--- src/rtl/multicycle_main_fsm.sv ---
// Main control FSM for the multicycle MIPS core: sequences fetch/decode/execute/
// memory/writeback per opcode, drives datapath controls and counts retired instructions.
module multicycle_main_fsm #(
    parameter int CNT_W = 32
) (
    input  logic             clk,
    input  logic             rst,
    input  logic [5:0]       opcode,
    input  logic             mem_ready,
    output logic             ir_write,
    output logic             pc_write,
    output logic             branch,
    output logic             branch_ne,
    output logic [1:0]       pc_src,
    output logic             iord,
    output logic             mem_write,
    output logic             reg_write,
    output logic             reg_dst,
    output logic             mem_to_reg,
    output logic             alu_src_a,
    output logic [1:0]       alu_src_b,
    output logic             zero_ext,
    output logic [2:0]       alu_op,
    output logic             illegal_op,
    output logic [CNT_W-1:0] instr_count,
    output logic [3:0]       state
);

    typedef enum logic [3:0] {
        FETCH    = 4'd0,
        DECODE   = 4'd1,
        MEMADR   = 4'd2,
        MEMREAD  = 4'd3,
        MEMWB    = 4'd4,
        MEMWRITE = 4'd5,
        EXECUTE  = 4'd6,
        ALUWB    = 4'd7,
        BRANCH   = 4'd8,
        IMMEXEC  = 4'd9,
        IMMWB    = 4'd10,
        JUMP     = 4'd11
    } state_t;

    localparam logic [5:0] OP_R    = 6'b000000;
    localparam logic [5:0] OP_LW   = 6'b100011;
    localparam logic [5:0] OP_SW   = 6'b101011;
    localparam logic [5:0] OP_BEQ  = 6'b000100;
    localparam logic [5:0] OP_BNE  = 6'b000101;
    localparam logic [5:0] OP_J    = 6'b000010;
    localparam logic [5:0] OP_ADDI = 6'b001000;
    localparam logic [5:0] OP_ANDI = 6'b001100;
    localparam logic [5:0] OP_ORI  = 6'b001101;
    localparam logic [5:0] OP_XORI = 6'b001110;
    localparam logic [5:0] OP_SLTI = 6'b001010;

    localparam logic [2:0] ALU_ADD   = 3'd0;
    localparam logic [2:0] ALU_SUB   = 3'd1;
    localparam logic [2:0] ALU_AND   = 3'd2;
    localparam logic [2:0] ALU_OR    = 3'd3;
    localparam logic [2:0] ALU_XOR   = 3'd4;
    localparam logic [2:0] ALU_SLT   = 3'd5;
    localparam logic [2:0] ALU_FUNCT = 3'd7;

    typedef struct packed {
        logic       pc_write;
        logic       branch;
        logic       branch_ne;
        logic [1:0] pc_src;
        logic       iord;
        logic       mem_write;
        logic       reg_write;
        logic       reg_dst;
        logic       mem_to_reg;
        logic       alu_src_a;
        logic [1:0] alu_src_b;
        logic       zero_ext;
        logic [2:0] alu_op;
    } ctrl_t;

    // Controls for the state being entered; opcode is stable from DECODE onward.
    function automatic ctrl_t decode(input state_t s, input logic [5:0] op);
        ctrl_t c;
        c        = '0;
        c.alu_op = ALU_ADD;
        case (s)
            FETCH:    c.alu_src_b = 2'b01;
            DECODE:   c.alu_src_b = 2'b11;
            MEMADR:   begin c.alu_src_a = 1'b1; c.alu_src_b = 2'b10; end
            MEMREAD:  c.iord = 1'b1;
            MEMWB:    begin c.mem_to_reg = 1'b1; c.reg_write = 1'b1; end
            MEMWRITE: begin c.iord = 1'b1; c.mem_write = 1'b1; end
            EXECUTE:  begin c.alu_src_a = 1'b1; c.alu_op = ALU_FUNCT; end
            ALUWB:    begin c.reg_dst = 1'b1; c.reg_write = 1'b1; end
            BRANCH: begin
                c.alu_src_a = 1'b1;
                c.alu_op    = ALU_SUB;
                c.pc_src    = 2'b01;
                c.branch    = (op == OP_BEQ);
                c.branch_ne = (op == OP_BNE);
            end
            IMMEXEC: begin
                c.alu_src_a = 1'b1;
                c.alu_src_b = 2'b10;
                case (op)
                    OP_ANDI: begin c.alu_op = ALU_AND; c.zero_ext = 1'b1; end
                    OP_ORI:  begin c.alu_op = ALU_OR;  c.zero_ext = 1'b1; end
                    OP_XORI: begin c.alu_op = ALU_XOR; c.zero_ext = 1'b1; end
                    OP_SLTI: c.alu_op = ALU_SLT;
                    default: c.alu_op = ALU_ADD;
                endcase
            end
            IMMWB:    c.reg_write = 1'b1;
            JUMP:     begin c.pc_src = 2'b10; c.pc_write = 1'b1; end
            default:  c = '0;
        endcase
        return c;
    endfunction

    state_t st, nxt;
    ctrl_t  ctrl;
    logic   retire;
    logic   fetch_go;

    always_comb begin
        nxt = st;
        case (st)
            FETCH:    if (mem_ready) nxt = DECODE;
            DECODE: begin
                case (opcode)
                    OP_LW, OP_SW:   nxt = MEMADR;
                    OP_R:           nxt = EXECUTE;
                    OP_BEQ, OP_BNE: nxt = BRANCH;
                    OP_ADDI, OP_ANDI, OP_ORI, OP_XORI, OP_SLTI: nxt = IMMEXEC;
                    OP_J:           nxt = JUMP;
                    default:        nxt = FETCH;
                endcase
            end
            MEMADR:   nxt = (opcode == OP_LW) ? MEMREAD : MEMWRITE;
            MEMREAD:  if (mem_ready) nxt = MEMWB;
            MEMWRITE: if (mem_ready) nxt = FETCH;
            EXECUTE:  nxt = ALUWB;
            IMMEXEC:  nxt = IMMWB;
            MEMWB, ALUWB, IMMWB, BRANCH, JUMP: nxt = FETCH;
            default:  nxt = FETCH;
        endcase
    end

    always_comb begin
        retire = (nxt == FETCH) && (st inside {MEMWB, MEMWRITE, ALUWB, IMMWB, BRANCH, JUMP});
    end

    always_ff @(posedge clk or posedge rst) begin
        if (rst) begin
            st          <= FETCH;
            ctrl        <= decode(FETCH, '0);
            illegal_op  <= 1'b0;
            instr_count <= '0;
        end else begin
            st          <= nxt;
            ctrl        <= decode(nxt, opcode);
            illegal_op  <= (st == DECODE) && (nxt == FETCH);
            if (retire) instr_count <= instr_count + CNT_W'(1);
        end
    end

    // FETCH strobes follow mem_ready within the cycle, so they bypass the register.
    assign fetch_go   = (st == FETCH) && mem_ready && !rst;
    assign ir_write   = fetch_go;
    assign pc_write   = ctrl.pc_write | fetch_go;
    assign branch     = ctrl.branch;
    assign branch_ne  = ctrl.branch_ne;
    assign pc_src     = ctrl.pc_src;
    assign iord       = ctrl.iord;
    assign mem_write  = ctrl.mem_write;
    assign reg_write  = ctrl.reg_write;
    assign reg_dst    = ctrl.reg_dst;
    assign mem_to_reg = ctrl.mem_to_reg;
    assign alu_src_a  = ctrl.alu_src_a;
    assign alu_src_b  = ctrl.alu_src_b;
    assign zero_ext   = ctrl.zero_ext;
    assign alu_op     = ctrl.alu_op;
    assign state      = st;

endmodule

--- config.mk ---
export PLATFORM = sky130hd
export DESIGN_NAME = multicycle_main_fsm
export DESIGN_NICKNAME = d
export VERILOG_FILES = /design/src/rtl/multicycle_main_fsm.sv
export SDC_FILE = /design/constraint.sdc
export NUM_CORES = 1
export LEC_CHECK = 0
export ABC_AREA = 1
export ABC_CLOCK_PERIOD_IN_PS = 2850
export CAP_MARGIN = 10
export CORE_MARGIN = 5
export CORE_UTILIZATION = 35
export CTS_CLUSTER_SIZE = 40
export DETAILED_ROUTE_END_ITERATION = 7
export PLACE_DENSITY = 0.67
export SLEW_MARGIN = 20
export SYNTH_ARGS = -nofsm -noshare
export SYNTH_HDL_FRONTEND = slang
export SYNTH_SLANG_ARGS = --single-unit
--- constraint.sdc ---
create_clock -name clk -period 2.85 [get_ports clk]
set_input_delay 0.285 -clock clk [delete_from_list [all_inputs] [get_ports clk]]
set_output_delay 0.285 -clock clk [all_outputs]
set_load 0.05 [all_outputs]
# Word level (Yosys, flattened, before mapping)
# Cells that the tools add are included.
classes:
  n_addsub: 1
  eq_ne: 32
  muxes: 20
  bitwise: 1
  n_reduce_logical: 17
ops:
  columns: ["cell", "n"]
  rows:
  - ["32-bit by 1-bit adder with 32-bit output, second input constant", 1]
  - ["4-bit by 3-bit equality test with 1-bit output, second input constant", 8]
  - ["4-bit equality test, second input constant", 8]
  - ["6-bit by 4-bit equality test with 1-bit output, second input constant", 5]
  - ["4-bit case mux with 7 select lines", 1]
  - ["4-bit case mux with 5 select lines", 1]
  - ["4-bit by 2-bit equality test with 1-bit output, second input constant", 4]
  - ["6-bit by 3-bit equality test with 1-bit output, second input constant", 2]
  - ["6-bit equality test, second input constant", 2]
  - ["4-bit 2-to-1 mux", 3]
  - ["3-bit case mux with 4 select lines", 1]
  - ["1-bit 2-to-1 mux", 9]
  - ["3-bit case mux with 3 select lines", 1]
  - ["4-bit by 1-bit equality test with 1-bit output, second input constant", 2]
  - ["4-bit zero test", 2]
  - ["2-bit OR reduction", 4]
  - ["6-bit by 2-bit equality test with 1-bit output, second input constant", 1]
  - ["6-bit zero test", 1]
  - ["2-bit case mux with 3 select lines", 1]
  - ["6-bit nonzero test", 1]
  - ["3-bit OR reduction", 2]
  - ["5-bit OR reduction", 1]
  - ["1-bit logical AND", 4]
  - ["2-bit case mux with 2 select lines", 1]
  - ["other kinds (5)", 5]
totals:
  regBits: 54
  inputBits: 9
  out_inout_bits: 55
  elab_cells: 87

# Logic depth before layout (Yosys ltp)
logic_depth:
  word_depth: 7
  mapped_depth: 12

# Worst setup path after synthesis
# Ideal clock, no wire load.
synth_path:
  path_type: "reg-to-output"
  startpoint: "register st[3], in the netlist state[3]"
  endpoint: "output pc_write"
  t_arrival_ns: 2.140
  t_required_ns: 2.565
  slack_ns: 0.425
  stages_incl_launch_ff: 5
  path_buffers: 0
  path_cell_list: "dfrtp_1 nor2_1 nand4_1 nor2_1 or2_2"
synth_between:
  elab_chain_cells: 4
synth_rtl:
  columns: ["item", "line", "rtl"]
  rows:
  - ["start: declaration", "119", "state_t st, nxt;"]
  - ["start signal: assignment", "159", "st <= nxt;"]
  - ["4-bit zero test", "167", "assign fetch_go = (st == FETCH) && mem_ready && !rst;"]
  - ["1-bit logical AND (2 in series)", "167", null]
  - ["via ir_write", "10", "output logic ir_write,"]
  - ["1-bit bitwise OR", "169", "assign pc_write = ctrl.pc_write | fetch_go;"]
  - ["end: declaration", "11", "output logic pc_write,"]
# The timed path passes the listed nets, and every way through them passes these cells.

# Final worst setup path
layout_path:
  startpoint: "register st[3], in the netlist state[3]"
  endpoint: "output pc_write"
layout_between:
  elab_chain_cells: 4
layout_rtl:
  columns: ["item", "line"]
  rows:
  - ["4-bit zero test", "167"]
  - ["1-bit logical AND (2 in series)", "167"]
  - ["1-bit bitwise OR", "169"]
# Every way passes these cells.

==> metrics.cfg <==
[run]
drv_cap=0

[critical_path]
path_class=reg2out
cp_cell_sequence=nor2_1, nand4_1, nor2_1, or2_2, clkdlybuf4s50_1
startpoint_type=register
crit_top_cell=nor2_1
cpPeakStageDelay_ns=0.79
slowest_stage=clkdlybuf4s50_1
worstPathRequired_ns=2.57
critPathArrivalTime_ns=2.41
end_kind=output pin
cp_max_fo=5

[timing]
rsz0062_at_grt=no
fmax_ghz=0.372
maxSlewViolCount=0
final.setup_skew_ns=0.0111
hold_viol=0
relSlewSlack_pct=63.6
fin_tns_setup_ns=0
tightest_slew_ns=0.542
post-route-period-util_pct=94.4
setup_viol=0
final.min_clock_period_ns=2.69

[detailed_routing]
drt_iter0_drc=243
route.detailed.drc=0
firstDrtPassIters=5
totalWireLength_microns=8300
ant_nets=0
avgViaCountPerCell=4.98
detail_route.wl_per_cell_microns=13.6
vias=3044

[grt]
grt_first_pass_wirelength_microns=14300
grt_pass1_vias=2855
grt_usage_pct=15.3
overflow=0
antenna_found_initial=0
grt_max_degree=36

[floorplanning]
die_w_microns=107
die_h_microns=107
die_area_sq_mm=0.0114
ioPinCount=64
rows=35
core_sq_mm=0.00920
initial_core_util_pct=35.6

[clocking]
clock_latency_ns=0.31
tritoncts=built
cts.reportedPaths.clkPinSlew_ns=0.11
cts-htree-levels=2
cts_made_buffers=5
cts.sinks=54
clockBufferDepth=2
cts_hold_buffers=0
cts-root-buf=clkbuf_8
cts-resized-gates=0
post_cts_buffers=0

[yosys]
synth_edf_count=0
ys_ff_latch=54
avgSynthCellArea_sq_um=7.38
synth_area_leaders=dfrtp_1, nand2_1, nand4_1
synth_nets=453
synthArstFlopShare_pct=100
synthCells=443
synth_cell_types=31
synth_top_area_cell=dfrtp_1
synth_ff_type=dfrtp_1
ys_warn_count=0
ys_seq_area_share_pct=41.4
netlist.area_leader.share_pct=40.6
synth_area_sq_mm=0.00327

[power_and_ir_drop]
fin_total_pwr_w=0.00232
p_per_area_mw_per_mm2=573
peakVddDrop_mv=0.543
p_leak_nw=1.93

[placement]
io_buffer_count=63
dpl.hpwl_microns=6280
gp_congestion=0.917

[finish]
syn2layout_area_growth_pct=23.8
fin_nets=509
regMostFlops=instr_count
drive_gt1_share_pct=6.00
largest_reg_flops=32
diodes=0

[hold_path]
hold_path_class=in2async

[outcome]
outcome=finished, final reports clean

[final cells by class]
type | instances | area (sq um)
Clock buffer | 6 | 82.6
Clock inverter | 2 | 16.3
Fill cell | 941 | 5150
Inverter | 34 | 128
Multi-Input combinational cell | 336 | 1660
Sequential cell | 54 | 1350
Tap cell | 111 | 139
Timing Repair Buffer | 68 | 668
[synthesized netlist by cell type (3+ instances only)]
| cell | count |
|---|---|
| nand4_1 | 37 |
| buf_2 | 6 |
| dfrtp_1 | 53 |
| xor2_1 | 14 |
| nand3b_1 | 4 |
| xnor2_1 | 10 |
| nor2_2 | 3 |
| nand3_1 | 22 |
| nor2_1 | 61 |
| inv_1 | 31 |
| nor3_1 | 9 |
| buf_6 | 3 |
| nand2_1 | 155 |
| nand3_2 | 3 |
| o21ai_0 | 4 |
| buf_4 | 7 |
| clkbuf_1 | 3 |
[per-layer routing]
layer  vias up  GRT usage, %  wire length (microns)
met5         -             0                      0
met4         0          4.38                    141
met3         8          2.83                    446
met2        76          24.6                   3890
met1      1424          21.1                   3820
li1       1536             -                      -
[placed cells by master (no fill, tap or decap), drive strengths merged, types with 2 or more instances in the layout]
master	n
and3	2
buf	5
clkbuf	6
clkdlybuf4s50	63
dfrtp	53
inv	34
nand2	157
nand3	26
nand3b	4
nand4	37
nor2	66
nor3	9
o21ai	6
xnor2	10
xor2	14
[per-stage QoR]
stage | utilization [%] | instances | hold slack [ns] | area (sq um) | worst slack, ns
3_5_place_dp | 43.0 | 603 | 0.516 | 3950 | 0.457
2_1_floorplan | - | 443 | 0.427 | 3270 | 0.425
4_1_cts | 44.0 | 611 | 0.401 | 4050 | 0.147
6_report | 44.0 | 611 | 0.387 | 4050 | 0.160
5_1_grt | 44.0 | 611 | 0.428 | 4050 | 0.00697
3_3_place_gp | 43.0 | 603 | 0.504 | 3950 | 0.471
[where the power goes]
| group | total, W | internal (W) | leakage [nW] | switching [W] |
|---|---|---|---|---|
| combinational | 0.000962 | 0.000257 | 1.14 | 0.000705 |
| clock | 0.000467 | 0.000201 | 0.0478 | 0.000267 |
| sequential | 0.000889 | 0.000831 | 0.744 | 0.0000575 |
[cells by family after synthesis]
logic type | count (synthesis) | synth area share (%)
simple gates | 302 | 42.0
flops | 54 | 41.4
buf+inv | 53 | 7.80
xor+xnor | 24 | 6.43
compound gates | 9 | 1.99
fa+ha+maj | 1 | 0.382
[critical path, delay by kind of cell (launching register included)]
kind / cells / cell delay, ns
and+or+nand+nor: 4 / 0.84
buffers and inverters: 1 / 0.79
DFF: 1 / 0.46
[worst paths after layout]
check	start	to	slack (ns)	depth (start not counted)
min in group clk	instr_count[31]$_DFFE_PP0P_	instr_count[31]$_DFFE_PP0P_	0.54	2
max reg2reg	state[0]$_DFF_PP0_	illegal_op$_DFF_PP0_	0.80	10
max	state[3]$_DFF_PP0_	pc_write	0.16	5
max in group asynchronous	rst	alu_src_b[0]$_DFF_PP1_	1.75	3
min	rst	instr_count[18]$_DFFE_PP0P_	0.39	2
min reg2reg	instr_count[31]$_DFFE_PP0P_	instr_count[31]$_DFFE_PP0P_	0.54	2
(Power assumes the default switching activity.)
